## config.mk

```make
export PLATFORM = sky130hd
export DESIGN_NAME = div_ctrl
export DESIGN_NICKNAME = d
export VERILOG_FILES = /design/src/rtl/div_ctrl.sv
export SDC_FILE = /design/constraint.sdc
export NUM_CORES = 1
export LEC_CHECK = 0
export BUFFER_PORTS_ARGS = -buffer_cell sky130_fd_sc_hd__buf_2
export CORE_MARGIN = 5
export CORE_UTILIZATION = 45
export CTS_BUF_LIST = sky130_fd_sc_hd__clkbuf_4 sky130_fd_sc_hd__clkbuf_8 sky130_fd_sc_hd__clkbuf_16
export DETAILED_ROUTE_END_ITERATION = 7
export PLACE_DENSITY = 0.65
export SETUP_SLACK_MARGIN = 0.2
export SLEW_MARGIN = 20
export SYNTH_ARGS = -nofsm -noshare
export SYNTH_HDL_FRONTEND = slang
export SYNTH_SLANG_ARGS = --single-unit
```

## constraint.sdc

```tcl
create_clock -name clk -period 10.5 [get_ports clk]
set_input_delay 1.575 -clock clk [delete_from_list [all_inputs] [get_ports clk]]
set_output_delay 1.575 -clock clk [all_outputs]
set_load 0.02 [all_outputs]
```

## src/rtl/div_ctrl.sv

```systemverilog
// Iterative radix-2 restoring divide sequencer for DIV/DIVU in EX; result is {HI=remainder, LO=quotient}.
// Latency: DATA_W+1 cycles from accepted start to ready (2 cycles for a zero divisor); result held while start stays high.
// Backpressure: stallreq_o holds the pipeline from the start cycle until ready; flush or a dropped start aborts to idle.
//
// Ports:
//   clk, rst            clock, asynchronous active-high reset
//   div_start_i         EX holds a divide; operands stable until ready
//   div_signed_i        1 = signed DIV, 0 = unsigned DIVU
//   opdata1_i/2_i       dividend / divisor
//   flush_i             abort the current operation
//   div_result_o        {remainder, quotient}, zero unless ready
//   div_ready_o         result valid this cycle
//   stallreq_o          stall request to the pipeline controller
module div_ctrl #(
    parameter int DATA_W = 32
) (
    input  logic                clk,
    input  logic                rst,
    input  logic                div_start_i,
    input  logic                div_signed_i,
    input  logic [DATA_W-1:0]   opdata1_i,
    input  logic [DATA_W-1:0]   opdata2_i,
    input  logic                flush_i,
    output logic [2*DATA_W-1:0] div_result_o,
    output logic                div_ready_o,
    output logic                stallreq_o
);

    localparam int CNT_W = $clog2(DATA_W);
    localparam logic [CNT_W-1:0] LAST_STEP = CNT_W'(DATA_W - 1);

    typedef enum logic [1:0] {
        IDLE = 2'd0,
        ZERO = 2'd1,
        BUSY = 2'd2,
        DONE = 2'd3
    } state_t;

    state_t             state_q;
    state_t             state_d;
    logic [CNT_W-1:0]   count_q;
    logic [DATA_W-1:0]  rem_q;
    logic [DATA_W-1:0]  quo_q;
    logic [DATA_W-1:0]  dvs_q;
    logic               quo_neg_q;
    logic               rem_neg_q;

    logic               go;
    logic               keep;
    logic [DATA_W-1:0]  op1_mag;
    logic [DATA_W-1:0]  op2_mag;
    logic [DATA_W:0]    rem_sh;
    logic [DATA_W:0]    trial;
    logic [DATA_W-1:0]  rem_fix;
    logic [DATA_W-1:0]  quo_fix;

    // Accept a new operation only from IDLE; flush beats a same-cycle start.
    assign go   = div_start_i & ~flush_i;
    // An operation in flight survives the edge only while start is held and no flush.
    assign keep = div_start_i & ~flush_i;

    // Magnitudes; the most negative value maps onto itself, which is the correct unsigned magnitude.
    assign op1_mag = (div_signed_i && opdata1_i[DATA_W-1]) ? (~opdata1_i + 1'b1) : opdata1_i;
    assign op2_mag = (div_signed_i && opdata2_i[DATA_W-1]) ? (~opdata2_i + 1'b1) : opdata2_i;

    // Restoring step: shift the next dividend bit into the partial remainder and try the subtract.
    // The partial remainder is always below the divisor, so DATA_W+1 bits hold the trial exactly.
    assign rem_sh = {rem_q, quo_q[DATA_W-1]};
    assign trial  = rem_sh - {1'b0, dvs_q};

    always_comb begin
        state_d = state_q;
        case (state_q)
            IDLE: begin
                if (go) begin
                    state_d = (opdata2_i == '0) ? ZERO : BUSY;
                end
            end
            ZERO: begin
                state_d = keep ? DONE : IDLE;
            end
            BUSY: begin
                if (!keep) begin
                    state_d = IDLE;
                end else if (count_q == LAST_STEP) begin
                    state_d = DONE;
                end
            end
            DONE: begin
                // Never restarts from here; EX must drop start between operations.
                if (!keep) begin
                    state_d = IDLE;
                end
            end
            default: state_d = IDLE;
        endcase
    end

    always_ff @(posedge clk or posedge rst) begin
        if (rst) begin
            state_q <= IDLE;
        end else begin
            state_q <= state_d;
        end
    end

    always_ff @(posedge clk or posedge rst) begin
        if (rst) begin
            count_q   <= '0;
            rem_q     <= '0;
            quo_q     <= '0;
            dvs_q     <= '0;
            quo_neg_q <= 1'b0;
            rem_neg_q <= 1'b0;
        end else begin
            case (state_q)
                IDLE: begin
                    if (go) begin
                        count_q <= '0;
                        if (opdata2_i == '0) begin
                            // Fixed divide-by-zero answer, presented without sign correction.
                            rem_q     <= opdata1_i;
                            quo_q     <= '1;
                            quo_neg_q <= 1'b0;
                            rem_neg_q <= 1'b0;
                        end else begin
                            rem_q     <= '0;
                            quo_q     <= op1_mag;
                            dvs_q     <= op2_mag;
                            quo_neg_q <= div_signed_i & (opdata1_i[DATA_W-1] ^ opdata2_i[DATA_W-1]);
                            rem_neg_q <= div_signed_i & opdata1_i[DATA_W-1];
                        end
                    end
                end
                BUSY: begin
                    if (keep) begin
                        quo_q   <= {quo_q[DATA_W-2:0], ~trial[DATA_W]};
                        rem_q   <= trial[DATA_W] ? rem_sh[DATA_W-1:0] : trial[DATA_W-1:0];
                        count_q <= count_q + CNT_W'(1);
                    end
                end
                default: begin
                end
            endcase
        end
    end

    assign rem_fix = rem_neg_q ? (~rem_q + 1'b1) : rem_q;
    assign quo_fix = quo_neg_q ? (~quo_q + 1'b1) : quo_q;

    assign div_ready_o  = (state_q == DONE);
    assign div_result_o = div_ready_o ? {rem_fix, quo_fix} : '0;
    // Combinational so the stall covers the start cycle itself; held low during reset.
    assign stallreq_o   = div_start_i & (state_q != DONE) & ~flush_i & ~rst;

endmodule

```

==> impl_results.rst <==
.. list-table::
   :header-rows: 1

   * - Metric
     - Value
   * - Async set-or-reset flop fraction in the synthesized netlist
     - 1.00
   * - Yosys reg bits
     - 105
   * - Post-DRT Antenna Nets
     - 0
   * - Buffer and inverter count on the worst path
     - 1
   * - Critical Path End Type
     - output port
   * - Horiz. Die Dim
     - 155 µm
   * - Basic-gate share of the synthesized area counting and, or, nand and nor cells
     - 0.218
   * - Post-CTS sizing
     - 0
   * - Hold violation count in the final report
     - 0
   * - Number of standard cells after synthesis
     - 1214
   * - Aggregate negative setup slack
     - 0 ns
   * - Overall global routing resource usage
     - 0.221
   * - Number of antenna violations at the first check in global routing
     - 1
   * - Skew-Pair Late Insertion Delay
     - 0.36 ns
   * - Worst-Margin Slew
     - 1.08 ns
   * - Unrepaired setup endpoints after global routing
     - no
   * - Synth Net Count
     - 1325
   * - Synth Area in Compound Gates
     - 0.254
   * - Drt initial violations
     - 725
   * - Worst IR drop on VDD
     - 0.000118 V
   * - Num rows
     - 53
   * - Final setup violating endpoints
     - 0
   * - Remaining design rule violation count
     - 0
   * - Post-layout net count
     - 1418
   * - Crit-path leading delay family
     - simple AND/OR/NAND/NOR gates
   * - Dominant combinational cell family by area after synthesis
     - compound AO/OA/AOI/OAI gates
   * - Top cell type by total area after synthesis
     - sky130_fd_sc_hd__dfrtp_1
   * - Achievable Freq
     - 191 MHz
   * - Most common cell in the netlist
     - sky130_fd_sc_hd__nand2_1
   * - Fill count
     - 2097
   * - Finished layout cell area
     - 10600 µm²
   * - Total number of H-tree levels
     - 3
   * - Placement-stage cell area
     - 10300 µm²
   * - Crit path launch type
     - flip-flop
   * - Vias after detailed routing
     - 9040
   * - Unique cell type count in the Yosys netlist
     - 66
   * - Ys flop type
     - sky130_fd_sc_hd__dfrtp_1
   * - Synthesized-area fraction occupied by xor and xnor cells
     - 0.131
   * - Clock input transition at the sequential cells of the worst setup and hold paths
     - 0.08 ns
   * - Reg-to-reg slack, setup
     - 6.70 ns
   * - Total standard cell area after synthesis
     - 9430 µm²
   * - FF-to-FF Start
     - quo_q[31]
   * - Worst hold stages
     - 2
   * - Detailed Place HPWL
     - 20200 µm
   * - Arrival @ worst endpoint
     - 3.65 ns
   * - Endpoint of the worst hold-timing path
     - count_q[4]
   * - Number of enable-type register cells in the synthesized netlist
     - 0
   * - Post-CTS setup buffer count
     - 0
   * - Mean cell area of the mapped netlist
     - 7.77 µm²
   * - Area growth from synthesis to final layout
     - 12.7%
   * - I/O Buffers
     - 134
   * - Area of the die
     - 23900 µm²
   * - Critical register-to-register path endpoint
     - rem_q[1]
   * - Worst r2r path cells
     - 12
   * - Global-route wire length before repair
     - 43800 µm
   * - Sequential element share of the synthesized area
     - 0.279
   * - Drt via density
     - 5.69
   * - Max Root-Sink Buffers
     - 2
   * - Final critical-path required period
     - 5.23 ns
   * - Clock buffer count from CTS
     - 9
   * - HP Start
     - count_q[4]
   * - Required arrival time at the worst endpoint
     - 8.93 ns
   * - Crit path top cell by count
     - sky130_fd_sc_hd__or3_1
   * - Cell types with the largest area share after synthesis
     - sky130_fd_sc_hd__dfrtp_1 (28%), sky130_fd_sc_hd__xnor2_1 (8.9%), sky130_fd_sc_hd__a21oi_1 (6.3%)
   * - Clock tree sinks
     - 105
   * - Status
     - complete, no violations
   * - # IOs
     - 135
   * - Biggest cell delay along the critical path
     - 0.61 ns
   * - Post-synthesis adder-cell area fraction
     - 0.0565
   * - Top post-synthesis cells by count
     - sky130_fd_sc_hd__nand2_1 (127), sky130_fd_sc_hd__a21oi_1 (119), sky130_fd_sc_hd__dfrtp_1 (105), sky130_fd_sc_hd__o21ai_0 (103), sky130_fd_sc_hd__xnor2_1 (96)
   * - Average wire per cell in the routed design
     - 16.8 µm
   * - List of cells traversed by the critical path
     - or4_4, nor4_4, nand4b_1, or3_1, or3_1, or2_1, o41ai_2, xnor2_1, and2_1, buf_2
   * - Cell at the root of the clock tree
     - sky130_fd_sc_hd__clkbuf_16
   * - Initial Util
     - 0.453
   * - P_leak
     - 4.69 nW
   * - Share of the clock period used by the worst path
     - 0.498
   * - Count of TritonRoute iterations in the first routing pass
     - 5
   * - Area fraction of the dominant cell type after synthesis
     - 0.279
   * - Total number of yosys warnings
     - 0
   * - Number of buffers inserted by hold repair at cts
     - 0
   * - Pwr/cell area
     - 318 nW/µm²
   * - Worst-case clock skew
     - 0.00921 ns
   * - Die boundary height
     - 155 µm
   * - Count of final max-slew check failures
     - 0
   * - Path type of the worst setup path
     - flip-flop to output port
   * - Clock tree from TritonCTS
     - yes
   * - Relative slew slack
     - 0.278
   * - Number of maximum-capacitance constraint violations
     - 0
   * - Levels on crit path
     - 10
   * - Fraction of final layout cells sized beyond drive strength 1
     - 0.141
   * - Portion of netlist area occupied by mux cells
     - 0.0142
   * - CP max FO
     - 8
   * - Gpl congestion
     - 0.874
   * - Wirelength, routed
     - 26700 µm
   * - Core area
     - 20800 µm²
   * - Largest net degree at the start of global routing
     - 73
   * - Slowest cell on the critical path
     - sky130_fd_sc_hd__or4_4
   * - Sum of overflow across all layers after global routing
     - 0
   * - Via count of the first global-routing pass
     - 8414
   * - HP Class
     - flip-flop to flip-flop
[registers in the layout (all words and copies together) (netlist names)]
signal,cells
dvs_q,32
quo_q,32
rem_q,32
count_q,5
state_q,2
quo_neg_q,1
rem_neg_q,1
[worst register-to-register path, delay by kind of cell (launching register included)]
kind	cells	cell delay, ns
compound gates	7	1.92
fa+ha+maj	2	0.68
mux	1	0.42
flops	1	0.40
simple gates	1	0.18
buf+inv	1	0.13
[metal layers]
metal	wire [µm]	vias up	GRT usage
li1	-	4537	-
met1	13200	4199	0.332
met2	11500	280	0.336
met3	1650	24	0.0308
met4	406	0	0.0530
met5	0	-	0
[cell families (layout without fill, tap and decap cells)]
| group | after synthesis | count (layout) |
|---|---|---|
| XOR/XNOR | 141 | 141 |
| AND/OR/NAND/NOR | 405 | 405 |
| other | 0 | 1 |
| flip-flops | 105 | 105 |
| adder cells (fa/ha/maj) | 42 | 42 |
| multiplexers | 13 | 13 |
| buffers and inverters | 120 | 218 |
| AO/OA/AOI/OAI | 388 | 388 |
[worst max-delay path by stage]
stage                        start          endpoint  slack [ns]
after global placement    rem_q[2]  div_result_o[62]        5.71
after detailed placement  rem_q[2]  div_result_o[63]        5.66
after CTS                 rem_q[2]  div_result_o[63]        5.26
after global routing      rem_q[2]  div_result_o[59]        5.08
after floorplan           rem_q[2]  div_result_o[62]        5.92
final                     rem_q[2]  div_result_o[63]        5.27
[per-stage QoR]
stage | setup WS (ns) | cells | power [mW] | utilization | hold slack [ns]
after floorplan | 5.92 | 1214 | 2.46 | - | 0.445
after global routing | 5.08 | 1588 | 3.69 | 0.510 | 0.532
final | 5.27 | 1588 | 3.38 | 0.510 | 0.500
after detailed placement | 5.66 | 1570 | 2.99 | 0.495 | 0.468
after global placement | 5.71 | 1570 | 2.97 | 0.495 | 0.458
after CTS | 5.26 | 1586 | 3.35 | 0.509 | 0.489
[power by group]
| group | leakage [nW] | internal (mW) | total (mW) | switching [mW] |
|---|---|---|---|---|
| combinational | 3.24 | 0.888 | 2.16 | 1.27 |
| clock | 0.147 | 0.173 | 0.346 | 0.173 |
| sequential | 1.30 | 0.588 | 0.873 | 0.285 |
| total | 4.69 | 1.65 | 3.38 | 1.73 |
[cell usage in the layout, fill, tap and decap left out, types with 11 or more instances in the layout]
cell                      count
sky130_fd_sc_hd__buf_2      134
sky130_fd_sc_hd__nand2_1    127
sky130_fd_sc_hd__a21oi_1    119
sky130_fd_sc_hd__dfrtp_1    105
sky130_fd_sc_hd__o21ai_0    103
sky130_fd_sc_hd__xnor2_1     96
sky130_fd_sc_hd__nor2_1      79
sky130_fd_sc_hd__and2_1      66
sky130_fd_sc_hd__inv_1       58
sky130_fd_sc_hd__xor2_1      45
sky130_fd_sc_hd__ha_1        40
sky130_fd_sc_hd__o31ai_1     29
sky130_fd_sc_hd__nor3_1      28
sky130_fd_sc_hd__a31oi_1     21
sky130_fd_sc_hd__o22ai_1     20
sky130_fd_sc_hd__and3_1      18
sky130_fd_sc_hd__or4_1       14
sky130_fd_sc_hd__a22oi_1     13
sky130_fd_sc_hd__o41ai_1     12
sky130_fd_sc_hd__nor4_1      11
sky130_fd_sc_hd__o21a_1      11
[area by class of cell]
cell class	instances	area (µm²)	area share
antenna	1	2.50	0.000236
clock buffer	10	239	0.0225
clock inverter	6	57.6	0.00542
inverter	60	228	0.0214
multi-input combinational	989	6380	0.600
sequential	105	2630	0.247
tap	275	344	0.0324
timing repair buffer	142	751	0.0707
Power figures use the tool's default switching activity.
